File: src/rtl/cpu_pkg.sv
// rtl/cpu_pkg.sv - shared slot record, forwarding-select encodings and match helpers
package cpu_pkg;

    // Widest register address a slot can hold; narrower addresses are zero-extended.
    localparam int SLOT_RD_W = 8;

    typedef enum logic [1:0] {
        FWD_RF       = 2'b00,
        FWD_EX_MEM   = 2'b01,
        FWD_MEM_WB   = 2'b10,
        FWD_WB_LATCH = 2'b11
    } fwd_sel_t;

    typedef struct packed {
        logic                 valid;
        logic                 wb;
        logic                 ld;
        logic [SLOT_RD_W-1:0] rd;
    } slot_t;

    localparam slot_t SLOT_EMPTY = '0;

    function automatic logic slot_hit(input slot_t s, input logic [SLOT_RD_W-1:0] src);
        return s.valid && s.wb && (s.rd == src);
    endfunction

    // hit[0] is the youngest slot (EX), so it wins.
    function automatic fwd_sel_t fwd_pick(input logic [2:0] hit);
        if (hit[0]) return FWD_EX_MEM;
        if (hit[1]) return FWD_MEM_WB;
        if (hit[2]) return FWD_WB_LATCH;
        return FWD_RF;
    endfunction

endpackage

File: src/rtl/pipe_hazard_ctrl_if.sv
// rtl/pipe_hazard_ctrl_if.sv - decode-stage request and hazard-control response bundle
interface pipe_hazard_ctrl_if #(
    parameter int REG_W = 5,
    parameter int CNT_W = 16
);
    logic             dec_valid;
    logic [REG_W-1:0] dec_rd;
    logic [REG_W-1:0] dec_ra;
    logic [REG_W-1:0] dec_rb;
    logic             dec_use_rb;
    logic             dec_wb;
    logic             dec_ld;
    logic             pc_hold;
    logic             id_bubble;
    logic [1:0]       fwd_a_sel;
    logic [1:0]       fwd_b_sel;
    logic [CNT_W-1:0] stall_cnt;

    modport master (
        output dec_valid, dec_rd, dec_ra, dec_rb, dec_use_rb, dec_wb, dec_ld,
        input  pc_hold, id_bubble, fwd_a_sel, fwd_b_sel, stall_cnt
    );

    modport slave (
        input  dec_valid, dec_rd, dec_ra, dec_rb, dec_use_rb, dec_wb, dec_ld,
        output pc_hold, id_bubble, fwd_a_sel, fwd_b_sel, stall_cnt
    );
endinterface

File: src/rtl/hazard_scoreboard.sv
// rtl/hazard_scoreboard.sv - three-deep EX/MEM/WB in-flight destination tracker
module hazard_scoreboard
    import cpu_pkg::*;
(
    input  logic  clk,
    input  logic  rst,
    input  slot_t s1_next,
    output slot_t s1,
    output slot_t s2,
    output slot_t s3
);

    always_ff @(posedge clk or posedge rst) begin
        if (rst) begin
            s1 <= SLOT_EMPTY;
            s2 <= SLOT_EMPTY;
            s3 <= SLOT_EMPTY;
        end else begin
            s1 <= s1_next;
            s2 <= s1;
            s3 <= s2;
        end
    end

endmodule

File: src/rtl/pipe_hazard_ctrl.sv
// rtl/pipe_hazard_ctrl.sv - decode-stage RAW hazard stall and forwarding control; PIPE_FWD_EN enables forwarding
module pipe_hazard_ctrl
    import cpu_pkg::*;
#(
    parameter int REG_W = 5,
    parameter int CNT_W = 16
) (
    input  logic              clk,
    input  logic              rst,
    pipe_hazard_ctrl_if.slave bus
);

    slot_t                s1, s2, s3;
    slot_t                s1_next;
    logic [REG_W-1:0]     rd_w, ra_w, rb_w;
    logic [SLOT_RD_W-1:0] src_a, src_b;
    logic [2:0]           hit_a, hit_b;
    logic                 stall;
    logic [CNT_W-1:0]     stall_cnt_q;

    assign rd_w  = bus.dec_rd;
    assign ra_w  = bus.dec_ra;
    assign rb_w  = bus.dec_rb;
    assign src_a = SLOT_RD_W'(ra_w);
    assign src_b = SLOT_RD_W'(rb_w);

    assign hit_a = {slot_hit(s3, src_a), slot_hit(s2, src_a), slot_hit(s1, src_a)};
    assign hit_b = {3{bus.dec_use_rb}} &
                   {slot_hit(s3, src_b), slot_hit(s2, src_b), slot_hit(s1, src_b)};

`ifdef PIPE_FWD_EN
    // Only a load still in EX cannot be bypassed in time.
    assign stall = bus.dec_valid && s1.ld && (hit_a[0] || hit_b[0]);
`else
    assign stall = bus.dec_valid && ((|hit_a) || (|hit_b));
`endif

    assign bus.pc_hold   = stall;
    assign bus.id_bubble = stall;

    always_comb begin
        s1_next = SLOT_EMPTY;
        if (bus.dec_valid && !stall) begin
            s1_next.valid = 1'b1;
            s1_next.wb    = bus.dec_wb;
            s1_next.ld    = bus.dec_ld;
            s1_next.rd    = SLOT_RD_W'(rd_w);
        end
    end

    hazard_scoreboard u_sb (
        .clk     (clk),
        .rst     (rst),
        .s1_next (s1_next),
        .s1      (s1),
        .s2      (s2),
        .s3      (s3)
    );

    always_ff @(posedge clk or posedge rst) begin
        if (rst) begin
            stall_cnt_q <= '0;
        end else if (stall && (stall_cnt_q != {CNT_W{1'b1}})) begin
            stall_cnt_q <= stall_cnt_q + CNT_W'(1);
        end
    end

    assign bus.stall_cnt = stall_cnt_q;

`ifdef PIPE_FWD_EN
    fwd_sel_t fwd_a_q, fwd_b_q;

    // Captured when the consumer leaves decode, so it is stable during its EX cycle.
    always_ff @(posedge clk or posedge rst) begin
        if (rst) begin
            fwd_a_q <= FWD_RF;
            fwd_b_q <= FWD_RF;
        end else if (bus.dec_valid && !stall) begin
            fwd_a_q <= fwd_pick(hit_a);
            fwd_b_q <= fwd_pick(hit_b);
        end else begin
            fwd_a_q <= FWD_RF;
            fwd_b_q <= FWD_RF;
        end
    end

    assign bus.fwd_a_sel = fwd_a_q;
    assign bus.fwd_b_sel = fwd_b_q;

    logic unused_slot_ld;
    assign unused_slot_ld = ^{s2.ld, s3.ld};
`else
    assign bus.fwd_a_sel = FWD_RF;
    assign bus.fwd_b_sel = FWD_RF;

    logic unused_slot_ld;
    assign unused_slot_ld = ^{s1.ld, s2.ld, s3.ld};
`endif

endmodule

File: src/flat_wrapper.sv
// flat-port wrapper written by rule: the top's interface ports become plain ports
module pipe_hazard_ctrl_flat import cpu_pkg::*;
#(
    parameter int REG_W = 5,
    parameter int CNT_W = 16
)
  (clk, rst, bus_dec_valid, bus_dec_rd, bus_dec_ra, bus_dec_rb, bus_dec_use_rb, bus_dec_wb, bus_dec_ld, bus_pc_hold, bus_id_bubble, bus_fwd_a_sel, bus_fwd_b_sel, bus_stall_cnt);
  pipe_hazard_ctrl_if #(.REG_W(REG_W), .CNT_W(CNT_W)) bus_i ();
  input  logic clk;
  input  logic rst;
  input wire logic [$bits(bus_i.dec_valid)-1:0] bus_dec_valid;
  input wire logic [$bits(bus_i.dec_rd)-1:0] bus_dec_rd;
  input wire logic [$bits(bus_i.dec_ra)-1:0] bus_dec_ra;
  input wire logic [$bits(bus_i.dec_rb)-1:0] bus_dec_rb;
  input wire logic [$bits(bus_i.dec_use_rb)-1:0] bus_dec_use_rb;
  input wire logic [$bits(bus_i.dec_wb)-1:0] bus_dec_wb;
  input wire logic [$bits(bus_i.dec_ld)-1:0] bus_dec_ld;
  output wire logic [$bits(bus_i.pc_hold)-1:0] bus_pc_hold;
  output wire logic [$bits(bus_i.id_bubble)-1:0] bus_id_bubble;
  output wire logic [$bits(bus_i.fwd_a_sel)-1:0] bus_fwd_a_sel;
  output wire logic [$bits(bus_i.fwd_b_sel)-1:0] bus_fwd_b_sel;
  output wire logic [$bits(bus_i.stall_cnt)-1:0] bus_stall_cnt;
  assign bus_i.dec_valid = bus_dec_valid;
  assign bus_i.dec_rd = bus_dec_rd;
  assign bus_i.dec_ra = bus_dec_ra;
  assign bus_i.dec_rb = bus_dec_rb;
  assign bus_i.dec_use_rb = bus_dec_use_rb;
  assign bus_i.dec_wb = bus_dec_wb;
  assign bus_i.dec_ld = bus_dec_ld;
  assign bus_pc_hold = bus_i.pc_hold;
  assign bus_id_bubble = bus_i.id_bubble;
  assign bus_fwd_a_sel = bus_i.fwd_a_sel;
  assign bus_fwd_b_sel = bus_i.fwd_b_sel;
  assign bus_stall_cnt = bus_i.stall_cnt;
  pipe_hazard_ctrl #(.REG_W(REG_W), .CNT_W(CNT_W)) u_core (.clk(clk), .rst(rst), .bus(bus_i));
endmodule
File: config.mk
export PLATFORM = sky130hd
export DESIGN_NAME = pipe_hazard_ctrl_flat
export DESIGN_NICKNAME = d
export VERILOG_FILES = /design/src/rtl/cpu_pkg.sv /design/src/rtl/pipe_hazard_ctrl_if.sv /design/src/rtl/hazard_scoreboard.sv /design/src/rtl/pipe_hazard_ctrl.sv /design/src/flat_wrapper.sv
export SDC_FILE = /design/constraint.sdc
export NUM_CORES = 1
export LEC_CHECK = 0
export CORE_MARGIN = 3
export CORE_UTILIZATION = 40
export DETAILED_ROUTE_END_ITERATION = 8
export HOLD_SLACK_MARGIN = 0.05
export PLACE_DENSITY_LB_ADDON = 0.3
export SKIP_LAST_GASP = 1
export SLEW_MARGIN = 10
export SYNTH_ARGS = -nofsm -noshare
export SYNTH_HDL_FRONTEND = slang
export SYNTH_HIERARCHICAL = 1
export SYNTH_SLANG_ARGS = --single-unit
File: constraint.sdc
create_clock -name clk -period 2.88 [get_ports clk]
set_clock_uncertainty 0.1 [all_clocks]
set_input_delay 0.576 -clock clk [delete_from_list [all_inputs] [get_ports clk]]
set_output_delay 0.576 -clock clk [all_outputs]
set_load 0.02 [all_outputs]
==> impl_metrics.env <==
export IMPL_run_status="complete, no violations"
export IMPL_nets=254
export IMPL_syn_area_um2=2040
export IMPL_cp_start_kind="primary input"
export IMPL_die_h_um=77.4
export IMPL_grt_use_total=0.148
export IMPL_period_share=0.977
export IMPL_switching_share=0.226
export IMPL_maxSlewViolCount=0
export IMPL_htreeDepth=2
export IMPL_start_util=0.423
export IMPL_rsz0062_at_grt="false"
export IMPL_required_ns=2.20
export IMPL_cts_tree="done"
export IMPL_slew_headroom=0.592
export IMPL_post_route_drc_count=0
export IMPL_avgSynthCellArea_um2=11.8
export IMPL_most_common_layout_cells="dfrtp_1 (46), clkdlybuf4s50_1 (28), xnor2_1 (25)"
export IMPL_grt_max_degree=31
export IMPL_grt_pass1_vias=1535
export IMPL_crit_fanout=3
export IMPL_tightest_slew_ns=0.611
export IMPL_clockBufferDepth=2
export IMPL_combPwrFrac=0.096
export IMPL_dieArea_um2=5990
export IMPL_hold_violations=0
export IMPL_pwr_share_clk=0.368
export IMPL_drt_wirelength_per_cell_um=13.1
export IMPL_final_common_cell="dfrtp_1"
export IMPL_die_x_um=77.4
export IMPL_switchingPower_uw=289
export IMPL_final_cell_area_um2=2710
export IMPL_drt_iter0_drc=62
export IMPL_fin_util=0.563
export IMPL_min_period_ns=2.81
export IMPL_powerDensity_nw_per_um2=472
export IMPL_max_vdd_ir_drop_mv=0.264
export IMPL_vias=1384
export IMPL_io_pins=43
export IMPL_holdWs_ns=0.269
export IMPL_cts_clk_slew_worst_paths_ns=0.08
export IMPL_clkSinkCount=46
export IMPL_criticalPathCategory="in -> out"
export IMPL_p_int_uw=991
export IMPL_area_growth_pct=33.0
export IMPL_grt_pass1_wl_mm=7.02
export IMPL_seq_power_share=0.536
export IMPL_viasPerCell=4.61
export IMPL_cts_root_buf="clkbuf_8"
export IMPL_leakagePower_nw=1.23
export IMPL_drtAntennaViolNets=0
export IMPL_diodes=0
export IMPL_drv_cap=0
export IMPL_placementRows=25
export IMPL_cp_end_kind="output pin"
export IMPL_port_buffers=37
export IMPL_setup_violations_final=0
export IMPL_core_um2=4820
export IMPL_gp_congestion=0.822
export IMPL_cts_hold_buffers=0
export IMPL_syn_inst=173
export IMPL_yosysWarnings=6
export IMPL_fin_ws_ns=0.0663
export IMPL_routed_wl_mm=3.94
export IMPL_drt_pass1_iter_count=4
export IMPL_worstPathArrival_ns=2.14
export IMPL_cts_buffers=5
export IMPL_antenna_found_initial=0
export IMPL_fill_cells=439
export IMPL_max_freq_ghz=0.355
export IMPL_place_inst=290
export IMPL_overflow=0
export IMPL_instances_no_fill=300
export IMPL_clkLatencyLatePin_ns=0.29
export IMPL_dp_slack_ns=-0.642
export IMPL_placement_cell_area_um2=2580
export IMPL_worstHoldPathType="reg -> reg"
export IMPL_dp_hpwl_mm=2.88
export IMPL_drive_gt1_frac=0.150
## state kept, by name, indices dropped and copies added, names as in the netlist
register / count
u_core/bus.stall_cnt: 16
u_core/u_sb/s1: 10
u_core/u_sb/s2: 10
u_core/u_sb/s3: 10
## per-layer routing
layer,GRT usage,vias up,part of all wire
met5,0,-,0
met4,0.0641,0,0.011
met3,0.0429,6,0.040
met2,0.224,31,0.47
met1,0.199,657,0.47
li1,-,690,-
## power groups by stage
stage,clock network (mW),registers (mW),logic [mW]
6_report,0.471,0.686,0.123
5_1_grt,0.519,0.690,0.137
4_1_cts,0.490,0.687,0.123
3_5_place_dp,0,0.699,0.122
3_3_place_gp,0,0.698,0.122
2_1_floorplan,0,0.697,0.0642
## what timing repair did
item	in CTS	in global routing
endpoints found under the setup margin	2	2
buffers inserted	2	0
pin swaps	4	2
resized for setup	17	3
gates cloned	0	0
## final timing paths
check / startpoint / cells after the start / slack, ns / endpoint
worst max-delay path: bus_dec_rb[3] / 7 / 0.07 / bus_id_bubble
worst min-delay path: u_core/u_sb/s2[5] / 0 / 0.27 / u_core/u_sb/s3[5]
worst max register to register: u_core/u_sb/s3[7] / 8 / 0.52 / u_core/bus.stall_cnt[1]
worst min register to register: u_core/u_sb/s2[5] / 0 / 0.27 / u_core/u_sb/s3[5]
max in group asynchronous: rst / 2 / 1.71 / u_core/bus.stall_cnt[15]
min in group asynchronous: rst / 3 / 0.57 / u_core/u_sb/s1[10]
## critical path, cell delays in order
cell             delay [ns]
clkdlybuf4s50_1        0.47
xor2_1                 0.17
nor4_1                 0.21
nand4_1                0.13
a31o_2                 0.28
a21oi_4                0.14
buf_4                  0.16
## per-stage QoR
step / total power, mW / setup TNS, ns
6_report: 1.28 / 0
5_1_grt: 1.35 / 0
3_5_place_dp: 0.821 / -1.74
2_1_floorplan: 0.761 / 0
4_1_cts: 1.30 / 0
3_3_place_gp: 0.820 / -1.55
## final cells by class
type,count,area [um2],share of cell area
clock inverter,2,37.5,0.0138
multi-input combinational,120,847,0.312
clock buffer,6,72.6,0.0268
timing repair buffer,54,500,0.185
inverter,5,18.8,0.00692
sequential,46,1150,0.425
tap,67,83.8,0.0309
(Power assumes the default switching activity.)
